### src/rtl/ifs_sync_capture.sv
// Parametrised input capture / synchroniser pipeline with clock enable, PD set,
// reset-value and GSR mode, pipeline-fill VALID and registered per-bit edge pulses.
module ifs_sync_capture #(
  parameter int               WIDTH  = 8,
  parameter int               STAGES = 2,
  parameter logic [WIDTH-1:0] INIT   = '0,
  parameter                   GSR    = "ENABLED"
) (
  input  logic             SCLK,
  input  logic             RSTN,
  input  logic             CE,
  input  logic             PD,
  input  logic [WIDTH-1:0] D,
  output logic [WIDTH-1:0] Q,
  output logic [WIDTH-1:0] RISE,
  output logic [WIDTH-1:0] FALL,
  output logic             VALID
);

  localparam int CW = $clog2(STAGES + 1);
  localparam bit GSR_EN = (GSR == "ENABLED");

  if (STAGES < 1 || STAGES > 8) begin : g_bad_stages
    $fatal(1, "ifs_sync_capture: STAGES must be 1..8");
  end
  if (WIDTH < 1 || WIDTH > 64) begin : g_bad_width
    $fatal(1, "ifs_sync_capture: WIDTH must be 1..64");
  end

  logic [WIDTH-1:0] s_q [STAGES];
  logic [WIDTH-1:0] s_d [STAGES];
  logic [CW-1:0]    cnt_q, cnt_d;
  logic [WIDTH-1:0] rise_q, rise_d;
  logic [WIDTH-1:0] fall_q, fall_d;
  logic             valid;

  assign valid = (cnt_q == CW'(STAGES));

  always_comb begin
    s_d    = s_q;
    cnt_d  = cnt_q;
    rise_d = '0;
    fall_d = '0;
    if (CE) begin
      s_d[0] = D | {WIDTH{PD}};
      for (int i = 1; i < STAGES; i++) begin
        s_d[i] = s_q[i-1];
      end
      if (!valid) begin
        cnt_d = cnt_q + CW'(1);
      end
      // Edges seen while the pipeline is still filling are not real input activity.
      if (valid) begin
        rise_d = s_d[STAGES-1] & ~s_q[STAGES-1];
        fall_d = ~s_d[STAGES-1] & s_q[STAGES-1];
      end
    end
  end

  always_ff @(posedge SCLK) begin
    if (!RSTN) begin
      cnt_q  <= '0;
      rise_q <= '0;
      fall_q <= '0;
    end else begin
      cnt_q  <= cnt_d;
      rise_q <= rise_d;
      fall_q <= fall_d;
    end
    // With GSR disabled the data stages keep running through reset.
    for (int i = 0; i < STAGES; i++) begin
      s_q[i] <= (!RSTN && GSR_EN) ? INIT : s_d[i];
    end
  end

  assign Q     = s_q[STAGES-1];
  assign RISE  = rise_q;
  assign FALL  = fall_q;
  assign VALID = valid;

endmodule
### config.mk
export PLATFORM = sky130hd
export DESIGN_NAME = ifs_sync_capture
export DESIGN_NICKNAME = d
export VERILOG_FILES = /design/src/rtl/ifs_sync_capture.sv
export SDC_FILE = /design/constraint.sdc
export NUM_CORES = 1
export LEC_CHECK = 0
export ABC_AREA = 1
export CORE_ASPECT_RATIO = 1.5
export CORE_MARGIN = 1
export CORE_UTILIZATION = 30
export DETAILED_ROUTE_END_ITERATION = 8
export HOLD_SLACK_MARGIN = 0.08
export REMOVE_ABC_BUFFERS = 1
export SLEW_MARGIN = 25
export SYNTH_ARGS = -nofsm -noshare
export SYNTH_HDL_FRONTEND = slang
export SYNTH_SLANG_ARGS = --single-unit
export TNS_END_PERCENT = 30
### constraint.sdc
create_clock -name SCLK -period 1.05 [get_ports SCLK]
set_input_delay 0.1575 -clock SCLK [delete_from_list [all_inputs] [get_ports SCLK]]
set_output_delay 0.1575 -clock SCLK [all_outputs]
set_load 0.01 [all_outputs]
Word level (Yosys, flattened, before mapping) --
Cells that the tools add are included.
Storage, ports and cells: register bits after elaboration 34, input bits 12
Cells by class: $add $sub $neg 1, equality and inequality tests 1, bitwise operators 6, reduce and logical (&&, ||, !) cells 2
Operators by type and width (count):
- $and 8x8->8 | 2
- $not 8->8 | 2
- $or 8x8->8 | 1
- $reduce_and 3->1 | 1
- $add 2x1->2 const B | 1
- $eq 2x2->1 const B | 1
- $reduce_and 2->1 | 1
- $not 1->1 | 1

Logic depth before layout (Yosys ltp) --
Gate-level depths: netlist (run 1).
depth in word-level cells 3, mapped depth 6, depth with buffers taken out 6

Worst setup path before layout (run 1) --
OpenSTA, ideal clock, no wires.
path kind register to register, start point reg cnt_q[0], end point reg fall_q[3] (netlist: FALL[3]), data arrival time 927 ps, required time 934 ps, path slack 8 ps, stages on the path, launching flop included 6, clock period less this slack 1042 ps, path through dfxtp_1 -> inv_1 -> ha_1 -> nand3_4 -> buf_6 -> nor3_2
Between the ends: cells in the longest elaborated chain, start to end 2
RTL lines:
- start, declared | line 32 | logic [CW-1:0] cnt_q, cnt_d;
- start signal, assigned | line 66 | cnt_q <= cnt_d;
- $eq 2x2->1 | line 37 | assign valid = (cnt_q == CW'(STAGES));
- via VALID | line 17 | output logic VALID
- $reduce_and 3->1 (no line)
- end signal, assigned | line 68 | fall_q <= fall_d;
- end, declared | line 34 | logic [WIDTH-1:0] fall_q, fall_d;
The timed path passes the listed nets, and every way through them passes these cells. A chain may end at the register's enable or synchronous reset.

Final worst setup path (run 1) --
start point reg cnt_q[0], end point out VALID
Between the ends: cells in the longest elaborated chain, start to end 1
RTL lines (line):
- $eq 2x2->1 | 37
- end, declared | 17
No other way between the ends.

==> impl_metrics.csv, run 1 <==
group,metric,value,unit
status,outcome,"finished with violations",
status,violations,"negative setup slack",
worst_setup_path,r2r_start,"cnt_q[0]",
sta,rsz0062_at_grt,"yes",
clock_tree,cts_buffers,5,
synth,yosysSeqAreaShare,56.9,%
synth,syn_area,1200,sq um
drt,routedWlPerCell,12.5,um
clock_tree,clk_latency,0.28,ns
sta,hold_viol,0,
synth,synthAdderAreaFrac,1.05,%
drt,dr_wl_met3,115,um
placement,hpwl,1770,um
floorplanning,die_y,79.3,um
sta,worst_pin_slew,0.419,ns
power,leakagePower,0.780,nW
synth,synth-compound-area-share,7.53,%
final_layout,drive_gt1_share,25.1,%
floorplanning,design.die.area,4250,sq um
placement,post-place-ws,-0.238,ns
worst_setup_path,critPathRequiredTime,0.89,ns
worst_setup_path,critPathMaxStageDelay,0.35,ns
min_path,min_from,"RSTN",
sta,fin_skew,0.00427,ns
power,p_per_area,1620,nW/um^2
worst_setup_path,worstPathArrival,0.95,ns
final_layout,nets,195,
synth,yosysWarnings,0,
worst_setup_path,path_class,"reg2out",
drt,top_layer,"met4",
sta,slew_violations,0,
clock_tree,cts.sink_count,34,
final_layout,post-route-util,47.1,%
worst_setup_path,start_kind,"register",
power,max-vdd-ir-drop,0.923,mV
floorplanning,die_w,53.6,um
drt,vias_per_cell,4.53,
drt,num_vias,1023,
synth,synth_top_family_by_area,"simple AND/OR/NAND/NOR gates",
sta,setup_viol,8,
worst_setup_path,path_max_fanout,3,
sta,max_freq,0.905,GHz
drt,initialDrtViolationCount,10,
sta,setup_ws,-0.0544,ns
placement,routabilityCongestion,0.719,
job,cap_violations,0,
synth,synthXorXnorAreaFrac,0,%
synth,synth_cell_types,15,
grt,antenna_found_initial,0,
floorplanning,core,3750,sq um
drt,drt-pass1-iter-count,4,
drt,routed_wl,2830,um
clock_tree,clk_pin_slew,0.07,ns
sta,min_period_over_period,105,%
worst_setup_path,rr_worst_depth,5,
min_path,whs_path_depth,3,
clock_tree,htreeDepth,2,
min_path,hp-class,"in2reg",
sta,slew_headroom,72.0,%
sta,holdWs,0.381,ns
final_layout,layout_common_cells,"nor2_1 (40), dfxtp_1 (30), o21ai_0 (16), inv_1 (10), nand2_1 (10)",
clock_tree,cts_tree,"built",
floorplanning,row_count,27,
grt,gr-total-overflow,0,
drt,ant_nets,0,
synth,syn_avg_cell_area,8.42,sq um
clock_tree,clockBufferDepth,2,
final_layout,mostFrequentLayoutCell,"nor2_1",
final_layout,syn_to_final_growth,47.8,%
clock_tree,ctsHoldBuffers,0,
worst_setup_path,worstPathCellList,"inv_2 -> ha_4 -> buf_6",
placement,numPortBuffers,36,
grt,grt_max_degree,17,
floorplanning,ioPinCount,37,
synth,ys_seq_elements,34,
final_layout,antennaDiodeCount,0,
synth,synthMuxAreaShare,0,%
sta,min_period,1.10,ns
worst_setup_path,cp-end-kind,"primary output",
clock_tree,root_buffer,"clkbuf_8",
synth,syn_inst,142,
min_path,min_to,"RISE[3]",
grt,grt_pass1_wl,4000,um
drt,drc,0,
grt,grt_pass1_vias,971,
drt,wl_met1,1100,um
drt,met2_length,1500,um
worst_setup_path,slowest_stage,"dfxtp_2",
worst_setup_path,rrSetupSlack,-0.04,ns
grt,track_usage,13.6,%
worst_setup_path,rr_endpoint,"FALL[4]",
synth,yosys.area_share.simple,23.1,%
floorplanning,initial_core_util,31.9,%
==> power breakdown <==
part           total, mW  switching, mW  internal [mW]  leakage (nW)
clock               1.12          0.461          0.662        0.0575
combinational      0.340          0.177          0.163         0.443
sequential          1.40         0.0484           1.35         0.280
total               2.86          0.687           2.18         0.780
==> layout make-up <==
class / instances / area [sq um]
inverter: 12 / 47.5
timing repair buffer: 45 / 409
tap: 43 / 53.8
clock buffer: 8 / 110
fill: 367 / 1980
sequential: 34 / 686
multi-input combinational: 84 / 462
==> worst max-delay path by stage <==
stage	from	endpoint	slack, ns	cells after the start
floorplan	cnt_q[0]	cnt_q[0]	0.04	6
CTS	cnt_q[0]	FALL[2]	-0.1	5
detailed placement	CE	s_q[9]	-0.24	4
finish	cnt_q[0]	VALID	-0.05	3
global placement	CE	s_q[14]	-0.20	4
global route	cnt_q[0]	VALID	-0.08	3
==> cell usage after synthesis, drive strengths merged <==
master / count / area (sq um)
a21oi: 2 / 10.0
o21ai: 16 / 80.1
buf: 11 / 81.3
nor3: 8 / 50.1
dfxtp: 34 / 681
ha: 1 / 12.5
inv: 12 / 45.0
nand3: 3 / 27.5
nand2: 11 / 41.3
clkbuf: 2 / 10.0
nor2: 42 / 158
==> repair_timing <==
item,CTS,global route
setup buffers,0,0
endpoints found under the setup margin,43,43
resized for setup,38,37
pin swaps,0,4
gates cloned,0,1
==> critical path, delay by kind of cell (launching register included) <==
| kind | cells | cell delay [ns] |
|---|---|---|
| adders and majority gates | 1 | 0.16 |
| DFF | 1 | 0.35 |
| buffers and inverters | 2 | 0.16 |
==> kinds of logic after synthesis <==
group	after synthesis
compound gates	18
fa+ha+maj	1
buf+inv	25
flops	34
simple gates	64
==> routing by layer <==
metal  vias up  GRT usage, %
met5         -             0
met4         0          10.8
met3        11          4.60
met2        27          22.0
met1       469          13.6
li1        516             -
==> metrics by stage <==
step,cell area [sq um],std cells,setup TNS (ns),total power [mW]
after floorplan,1100,129,0,1.54
after global placement,1590,217,-5.83,1.72
after detailed placement,1590,217,-6.66,1.72
after CTS,1680,225,-0.943,2.84
after global routing,1770,226,-0.707,2.98
final,1770,226,-0.245,2.86
==> sequential cells by signal (all words and copies together) (netlist names) <==
signal and count:
FALL 8, Q 8, RISE 8, s_q 8
cnt_q 2
No activity file was read; power rests on OpenSTA's default activity.
==> inputs of run 2 (changes only) <==
--- a/config.mk
+++ b/config.mk
@@ -6,6 +6,7 @@
 export NUM_CORES = 1
 export LEC_CHECK = 0
 export ABC_AREA = 1
+export CAP_MARGIN = 30
 export CORE_ASPECT_RATIO = 1.5
 export CORE_MARGIN = 1
 export CORE_UTILIZATION = 30
==> results of run 2 <==
Same layout as run 1: the final DEF is identical, and so are final timing and power.
